===== config.mk =====
export PLATFORM = sky130hd
export DESIGN_NAME = adex_spike_monitor
export DESIGN_NICKNAME = d
export VERILOG_FILES = /design/src/rtl/adex_spike_monitor.sv
export SDC_FILE = /design/constraint.sdc
export NUM_CORES = 1
export LEC_CHECK = 0
export ABC_AREA = 1
export CORE_MARGIN = 4
export CORE_UTILIZATION = 40
export CTS_CLUSTER_SIZE = 25
export DETAILED_ROUTE_END_ITERATION = 10
export PLACE_DENSITY = 0.65
export SKIP_CTS_REPAIR_TIMING = 1
export SYNTH_ARGS = -nofsm -noshare
export SYNTH_HDL_FRONTEND = slang
export SYNTH_SLANG_ARGS = --single-unit

===== constraint.sdc =====
create_clock -name clk -period 1.69 [get_ports clk]
set_input_delay 0.338 -clock clk [delete_from_list [all_inputs] [get_ports clk]]
set_output_delay 0.338 -clock clk [all_outputs]
set_load 0.05 [all_outputs]

===== src/rtl/adex_spike_monitor.sv =====
// AdEx spike-train monitor: inter-spike intervals into a small FIFO,
// windowed firing rate, burst pulse and sticky FIFO overflow flag.
module adex_spike_monitor #(
  parameter int WINDOW_LEN = 1000,
  parameter int ISI_W      = 16,
  parameter int FIFO_DEPTH = 4,
  parameter int BURST_THR  = 16
) (
  input  logic             clk,
  input  logic             rst_n,
  input  logic             en,
  input  logic             clear,
  input  logic             spike_in,
  output logic             isi_valid,
  output logic [ISI_W-1:0] isi_data,
  input  logic             isi_ready,
  output logic [7:0]       rate_count,
  output logic             rate_valid,
  output logic             burst_flag,
  output logic             fifo_overflow
);

  localparam int PW = (FIFO_DEPTH > 1) ? $clog2(FIFO_DEPTH) : 1;
  localparam int WW = (WINDOW_LEN > 1) ? $clog2(WINDOW_LEN) : 1;
  localparam logic [WW-1:0] WIN_LAST = WW'(WINDOW_LEN - 1);
  localparam logic [PW:0]   DEPTH_C  = (PW + 1)'(FIFO_DEPTH);

  logic             spike_q, spike_d;
  logic             have_prev_q, have_prev_d;
  logic [ISI_W-1:0] isi_cnt_q, isi_cnt_d;
  logic [ISI_W-1:0] mem_q [FIFO_DEPTH];
  logic [PW-1:0]    wr_q, wr_d;
  logic [PW-1:0]    rd_q, rd_d;
  logic [PW:0]      cnt_q, cnt_d;
  logic             burst_q, burst_d;
  logic             ovf_q, ovf_d;
  logic [WW-1:0]    win_q, win_d;
  logic [7:0]       spk_q, spk_d;
  logic [7:0]       rate_q, rate_d;
  logic             rate_v_q, rate_v_d;

  logic             evt;
  logic             push_req;
  logic             push;
  logic             pop;
  logic             full;
  logic [7:0]       spk_sum;
  logic [ISI_W-1:0] isi_sat;

  assign evt      = en & spike_in & ~spike_q;
  assign push_req = evt & have_prev_q;
  assign full     = (cnt_q == DEPTH_C);
  assign pop      = (cnt_q != '0) & isi_ready;
  // A full FIFO still takes a push when the head leaves the same cycle.
  assign push     = push_req & (~full | pop);
  assign spk_sum  = (spk_q == 8'hFF) ? 8'hFF : spk_q + {7'd0, evt};
  assign isi_sat  = (&isi_cnt_q) ? isi_cnt_q : isi_cnt_q + ISI_W'(1);

  assign isi_valid     = (cnt_q != '0);
  assign isi_data      = isi_valid ? mem_q[rd_q] : '0;
  assign rate_count    = rate_q;
  assign rate_valid    = rate_v_q;
  assign burst_flag    = burst_q;
  assign fifo_overflow = ovf_q;

  always_comb begin
    spike_d     = spike_in;
    have_prev_d = have_prev_q;
    isi_cnt_d   = isi_cnt_q;
    wr_d        = wr_q;
    rd_d        = rd_q;
    cnt_d       = cnt_q;
    burst_d     = 1'b0;
    ovf_d       = ovf_q;
    win_d       = win_q;
    spk_d       = spk_q;
    rate_d      = rate_q;
    rate_v_d    = 1'b0;
    if (clear) begin
      spike_d     = 1'b0;
      have_prev_d = 1'b0;
      isi_cnt_d   = '0;
      wr_d        = '0;
      rd_d        = '0;
      cnt_d       = '0;
      ovf_d       = 1'b0;
      win_d       = '0;
      spk_d       = '0;
      rate_d      = '0;
    end else begin
      if (evt) begin
        have_prev_d = 1'b1;
        isi_cnt_d   = ISI_W'(1);
      end else if (en) begin
        isi_cnt_d = isi_sat;
      end
      if (push) begin
        wr_d    = wr_q + PW'(1);
        burst_d = (32'(isi_cnt_q) < BURST_THR);
      end
      if (push_req & full & ~pop) ovf_d = 1'b1;
      if (pop) rd_d = rd_q + PW'(1);
      unique case (1'b1)
        push & ~pop: cnt_d = cnt_q + (PW + 1)'(1);
        pop & ~push: cnt_d = cnt_q - (PW + 1)'(1);
        default:     cnt_d = cnt_q;
      endcase
      if (en) begin
        if (win_q == WIN_LAST) begin
          rate_d   = spk_sum;
          rate_v_d = 1'b1;
          spk_d    = '0;
          win_d    = '0;
        end else begin
          spk_d = spk_sum;
          win_d = win_q + WW'(1);
        end
      end
    end
  end

  always_ff @(posedge clk or negedge rst_n) begin
    if (!rst_n) begin
      spike_q     <= 1'b0;
      have_prev_q <= 1'b0;
      isi_cnt_q   <= '0;
      wr_q        <= '0;
      rd_q        <= '0;
      cnt_q       <= '0;
      burst_q     <= 1'b0;
      ovf_q       <= 1'b0;
      win_q       <= '0;
      spk_q       <= '0;
      rate_q      <= '0;
      rate_v_q    <= 1'b0;
    end else begin
      spike_q     <= spike_d;
      have_prev_q <= have_prev_d;
      isi_cnt_q   <= isi_cnt_d;
      wr_q        <= wr_d;
      rd_q        <= rd_d;
      cnt_q       <= cnt_d;
      burst_q     <= burst_d;
      ovf_q       <= ovf_d;
      win_q       <= win_d;
      spk_q       <= spk_d;
      rate_q      <= rate_d;
      rate_v_q    <= rate_v_d;
    end
  end

  always_ff @(posedge clk or negedge rst_n) begin
    if (!rst_n) begin
      for (int i = 0; i < FIFO_DEPTH; i++) mem_q[i] <= '0;
    end else if (clear) begin
      for (int i = 0; i < FIFO_DEPTH; i++) mem_q[i] <= '0;
    end else if (push) begin
      mem_q[wr_q] <= isi_cnt_q;
    end
  end

endmodule


==> impl.org, run 1 <==
** STA
- The number of pins with negative max-slew slack in the final report came to 0.
- Maximum clock frequency :: 0.493 GHz
- Total negative slack for setup checks :: -5.15 ns
- Across the routed clock network, the largest skew measured is 0.00833 ns.
- Least-Margin Pin Slew :: 0.350 ns
- Clock period minus worst slack :: 2.03 ns
- The final number of hold-violating endpoints is 0.
- Slew Limit Headroom :: 0.765
- Fin crit share :: 1.20
- Final setup violation count :: 17
- Setup repair after global routing missed its margin :: yes
- Setup slack of the critical path after layout :: -0.339 ns

** Routing
- After detailed routing, the average wire length per cell comes to ~16 um.
- Sum of routed wire length over all layers :: 15900 um
- Violation count after the first detailed-route iteration :: 434
- The routed layout has around 5400 vias.
- After detailed routing, the number of remaining DRC violations is 0.
- For this run, the detailed router's first-pass iteration total came to 5.
- Post-detailed-route via-to-cell ratio :: 5.43
- The detail route stage leaves a number of antenna-violating nets equal to 0.

** Clock tree
- Clk sinks :: 118
- After clock tree synthesis, the clock-pin slew on the worst setup and hold paths is 0.05 ns.
- Clock Path Buffers :: 2
- Clock tree from TritonCTS :: yes
- H-Tree Depth :: 4
- Root buffer selected by CTS :: clkbuf_16
- Clock latency on the worst-skew pair :: 0.41 ns
- Number of clock buffers inserted by TritonCTS :: 17

** GRT
- Overall fraction of global-route tracks in use :: 0.198
- Number of antenna violations at the first check in global routing :: 0
- In the global route stage, met1 resource usage came out at 0.267.
- The first global-routing pass estimated ~27000 um of wire.
- For this run, global-route usage on met2 was measured as 0.316.
- met2 is the most crowded layer.
- Total grt overflow :: 0
- For met3 alone, demand over resource in global routing was 0.0467.
- Largest net degree at the start of global routing :: 65
- Number of global-route vias before repair :: about 5300

** Pwr
- Leakage power of the design :: about 3.5 nW
- Final Power :: 9.30 mW
- For this design the ratio of total power to cell area is roughly 1100 mW/mm2.
- Maximum VDD drop :: around 0.77 mV

** Die
- Cell row count :: between 40 and 50
- The die covers about 0.017 mm2.
- DIE HEIGHT :: around 130 um
- 34 I/O pins were placed.
- The floorplan step set the die width to 131 um.
- Placeable Area :: between 0.01 and 0.015 mm2
- For this configuration, the core starts out at a cell density of 0.411.

** Synthesis
- In this run, synthesis produced a sequential element count of 118.
- Post-synthesis area per instance :: 8.29 um2
- The mapped netlist covers 0.00605 mm2.
- Synthesis produced a netlist with a net count of 745.
- Synthesis instantiated 39 different standard cells from the library.
- Post-synthesis sequential area ratio :: 0.488
- Number of cells produced by synthesis :: 730
- During synthesis, Yosys emitted a total of 0 warnings.

** Cells and area
- The repair_antennas step left the layout with diodes totalling 0.
- At the end of the flow the core is filled with cells to 0.555.
- Filler Cells Inserted :: 1295
- The library cell used most frequently in the layout, excluding fill and tap cells, is dfrtp_1.
- Layout net count :: 820
- Highest-count cells in the layout ignoring fill and taps :: 114 x dfrtp_1, 113 x nand2_1, 74 x nand3_1, 74 x inv_1, 57 x buf_4
- Share of layout cells above drive strength 1 :: 0.254
- From synthesis to final layout, the design area changed by 34.9%.

** Setup path
- WP data required :: approximately 1.4 ns
- Data on the critical path arrives at its endpoint at approximately 1.7 ns.
- In this run the worst path has a maximum fanout of 24.
- Element type at the critical path end :: output port
- The worst setup path is of the reg -> out kind.
- STA classifies the critical path startpoint as a register.

** Place
- Port buffer count :: 33
- Final HPWL from detailed placement :: 10600 um
- At the end of routability-driven placement, the weighted congestion stood at about 0.9.

** Hold path
- Classification of the worst-slack hold path :: in -> reg

** Status
- Status :: finished with violations
- Violated checks :: setup timing

** Job
- Reported max-cap violation count :: 0
==> path summary, 6_finish.rpt <==
kind                            startpoint  slack (ns)           end  cells past startpoint
worst max-delay path               rd_q[0]       -0.34  isi_data[13]                      5
worst min-delay path              spike_in        0.25       spike_q                      3
worst max register to register    cnt_q[1]       -0.07      cnt_q[2]                     10
worst min register to register    win_q[8]        0.52      win_q[8]                      3
max in group asynchronous            rst_n        0.87      cnt_q[0]                      3
min in group asynchronous            rst_n        0.47     mem_q[19]                      3
==> where the power goes <==
group          internal (mW)  switching (mW)  total (mW)
Sequential              2.89          0.0577        2.95
Combinational           1.21            1.66        2.87
Clock                   2.30            1.18        3.48
==> kinds of logic (layout without fill, tap and decap cells) <==
kind of cell,count (synthesis),after routing,share of synthesized area
compound gates,189,189,0.168
xor+xnor,9,9,0.0130
buf+inv,120,205,0.0885
flops,118,118,0.488
fa+ha+maj,9,9,0.0199
simple gates,285,285,0.223
==> worst max-delay path: stages (launching register included) <==
cell and delay, ns:
dfrtp_2 0.44, buf_12 0.17, a21oi_1 0.22, o21ai_2 0.12, a21oi_4 0.18, buf_12 0.15
==> per-layer routing <==
metal,part of all wire,vias to the layer above
met1,0.45,2645
met5,0,-
met2,0.48,138
met3,0.044,28
met4,0.017,0
li1,-,2615
==> area by class of cell <==
class	count	area, um2	area share
well taps	184	230	0.0282
multi-input cells	492	2970	0.364
clock buffers	26	499	0.0612
clock inverters	3	67.6	0.00828
inverters	81	315	0.0386
repair buffers	95	1120	0.138
flip-flops and latches	118	2960	0.362
==> cells in the mapped netlist, drive strengths merged <==
master / instances / share of area
nand2: 125 / 0.088
dfrtp: 118 / 0.49
o21ai: 96 / 0.083
inv: 80 / 0.051
nand3: 77 / 0.065
a21oi: 56 / 0.046
nor2: 50 / 0.034
o22ai: 33 / 0.034
buf: 24 / 0.027
clkbuf: 15 / 0.0097
nand4: 13 / 0.013
nor3: 11 / 0.0099
ha: 8 / 0.017
xor2: 7 / 0.010
nor3b: 5 / 0.0062
a31oi: 2 / 0.0021
o21bai: 2 / 0.0025
or2: 2 / 0.0021
xnor2: 2 / 0.0029
clkinv: 1 / 0.00062
fa: 1 / 0.0033
nand3b: 1 / 0.0033
nor4: 1 / 0.0010
==> registers in the layout, indices dropped and copies added, names as in the netlist <==
name and flops:
burst_flag 1, rate_count 8, rd_q 2, fifo_overflow 1
cnt_q 3, rate_valid 1, isi_cnt_q 16, win_q 10
mem_q 64, spk_q 8, have_prev_q 1, spike_q 1
wr_q 2
==> per-stage QoR <==
step	setup slack, ns	std cells	instance area [um2]	hold WS [ns]
final	-0.339	999	8160	0.246
after global routing	-0.420	999	8160	0.258
after CTS	-0.446	995	7870	-0.0626
after detailed placement	-0.512	966	7300	0.374
after global placement	-0.451	966	7300	0.374
after floorplan	-0.133	730	6250	0.0424
(Power assumes the default switching activity.)
==> run 2: changes to the inputs <==
--- a/config.mk
+++ b/config.mk
@@ -7,10 +7,10 @@
 export LEC_CHECK = 0
 export ABC_AREA = 1
 export CORE_MARGIN = 4
-export CORE_UTILIZATION = 40
+export CORE_UTILIZATION = 54
 export CTS_CLUSTER_SIZE = 25
 export DETAILED_ROUTE_END_ITERATION = 10
-export PLACE_DENSITY = 0.65
+export PLACE_DENSITY = 0.82
 export SKIP_CTS_REPAIR_TIMING = 1
 export SYNTH_ARGS = -nofsm -noshare
 export SYNTH_HDL_FRONTEND = slang
==> impl.org, run 2 (synthesis gave the netlist of run 1 again) <==
** Clock tree
- The number of clock sinks was 118 (unchanged).
- Clock Path Buffers :: 2 (unchanged)
- H-Tree Depth :: 4 (unchanged)
- The clock transition at the registers of the reported paths was 0.06 ns (about the same).
- Clock tree from TritonCTS :: yes
- The tree is rooted in a clkbuf_8.
- Clock latency on the worst-skew pair :: 0.53 ns (+0.12 ns)
- Number of clock buffers inserted by TritonCTS :: 17 (unchanged)

** Setup path
- Crit path kind :: reg -> out
- Worst reg2reg path startpoint :: cnt_q[1]
- The worst setup path is captured at an output port.
- CP Max Fanout :: 22 (-8.3%)
- Worst Path Arrival :: 1.85 ns (+0.16 ns)
- The worst endpoint required time was 1.35 ns (about the same).
- Tracing the worst setup path back leads to its startpoint at rd_q[0].
- Startpoint type of the worst setup path :: register

** Cells and area
- Share of layout cells above drive strength 1 :: 0.278 (+0.0241)
- Registers with the most flip-flops :: mem_q (64), isi_cnt_q (16), win_q (10)
- Number of antenna repair diodes :: 0 (unchanged)
- Final core utilization :: 0.749 (+0.194)
- The flip-flop count of the largest register after layout came to 64 (unchanged).
- Layout net count :: 822 (+0.24%)
- Largest register by flop count :: mem_q
- Layout Area Growth over Synthesis :: 34.9% (about the same)
- Highest-count cells in the layout ignoring fill and taps :: 116 x dfrtp_1, 112 x nand2_1, 74 x inv_1
- Most frequent standard cell in the layout excluding fill and tap cells :: dfrtp_1
- Total non-filler cell area in the finished layout :: 0.00816 mm2 (about the same)

** Pwr
- The power density over the cells was 1140 mW/mm2 (+0.50%).
- The leakage power summed over all cells came to 3.53 nW (+0.91%).
- Maximum VDD drop :: 0.633 mV (-17%)
- The total power was 9.34 mW (+0.43%).

** Die
- The area of the core region was 0.0109 mm2 (-26%).
- The starting density of the core was 0.556 (+0.144).
- The number of rows created at floorplan was 38 (-14%).
- The number of top-level design ports was 34 (unchanged).
- DIE HEIGHT :: 114 um (-13%)
- The die outline area is 0.0130 mm2 (-24%).
- Die X-Extent :: 114 um (-13%)

** Status
- The run finished, with violations left.
- Violated checks :: setup timing

** Place
- The half-perimeter wire length of the detailed placement result is 10800 um (+1.8%).
- Port buffer count :: 33 (unchanged)
- The global placer's final weighted congestion was 0.915 (+2.1%).
- Placement Cell Area :: 0.00722 mm2 (-1.0%)

** STA
- Maximum clock frequency :: 0.457 GHz (-7.3%)
- Hold violation total from the final report :: 0 (unchanged)
- The measured slew at the worst slew-check pin was 0.376 ns (+0.0268 ns).
- The number of pins with negative max-slew slack in the final report came to 0 (unchanged).
- Total negative slack for setup checks :: -7.44 ns (-2.29 ns)
- The final worst-path setup slack came to -0.500 ns (-0.161 ns).
- The fraction of the cycle the final worst path needs was 1.30 (+0.0950).
- The max-slew headroom at the worst pin is 0.749 (-0.0161).
- Final setup violation count :: 19 (+2)
- Setup repair after global routing missed its margin :: yes
- The shortest clock period the worst path allows after layout is 2.19 ns (+0.161 ns).
- The maximum clock skew at final layout is 0.00760 ns (-0.000727 ns).

** GRT
- Number of global-route vias before repair :: 5847 (+10%)
- The pin count of the biggest net entering global routing came to 43 (-34%).
- The global-route usage over all layers is 0.269 (+0.0711).
- The number of antenna violations at the first check in global routing is 0 (unchanged).
- The total congestion overflow was 0 (unchanged).
- The first-pass GRT wire length came to 27800 um (+3.9%).

** Routing
- The total length of routed wires was 18000 um (+13%).
- The overall via count from detail_route is 5865 (+8.1%).
- Number of DRC violations after detailed routing :: 0 (unchanged)
- Violation count after the first detailed-route iteration :: 748 (+72%)
- Post-detailed-route via-to-cell ratio :: 6.11 (+12%)
- The detailed-router iteration count before antenna repair was 5 (unchanged).
- Remaining number of nets flagged by the antenna check after routing :: 0 (unchanged)
- The routed wire length per instance came to 18.8 um (+18%).

** Job
- Reported max-cap violation count :: 0 (unchanged)

** Hold path
- In this run the worst hold path is classified as in -> async.
run 2: worst paths after layout:
kind | endpoint | slack, ns | cells past startpoint
max | isi_data[5] | -0.50 | 6
min | mem_q[19] | 0.27 | 2
max reg2reg | cnt_q[2] | -0.08 | 10
min reg2reg | fifo_overflow | 0.52 | 2
max in group asynchronous | cnt_q[0] | 0.85 | 3
min in group clk | spike_q | 0.46 | 3
run 2: per-layer routing:
metal / global-route usage / vias up / part of all wire
li1: - / 2615 / -
met1: 0.330 / 2827 / 0.39
met2: 0.453 / 352 / 0.50
met3: 0.0599 / 71 / 0.075
met4: 0.127 / 0 / 0.031
met5: 0 / - / 0
run 2: layout make-up:
| cell class | count | area (um2) |
|---|---|---|
| timing repair buffer | 97 | 1140 |
| sequential | 118 | 2960 |
| clock inverter | 14 | 130 |
| tap | 140 | 175 |
| clock buffer | 18 | 428 |
| inverter | 81 | 315 |
| multi-input combinational | 492 | 3010 |
| fill | 684 | 2730 |
run 2: report_power, final:
part	switching [mW]	total, mW	internal (mW)	leakage [nW]
clock	1.36	3.36	2.00	0.271
combinational	1.74	3.03	1.29	1.63
sequential	0.0651	2.95	2.89	1.64
run 2: critical path: stages, from the launching register on:
cell and delay [ns]:
dfrtp_2 0.45, inv_2 0.08, buf_12 0.17, a21oi_4 0.15
o21ai_2 0.10, a21oi_4 0.20, buf_12 0.16
run 2: per-stage QoR:
stage,hold slack (ns),cells,setup slack [ns]
floorplan,0.0424,730,-0.133
global placement,0.266,921,-0.400
detailed placement,0.266,921,-0.484
CTS,-0.284,953,-0.593
global route,0.286,960,-0.517
finish,0.269,960,-0.500
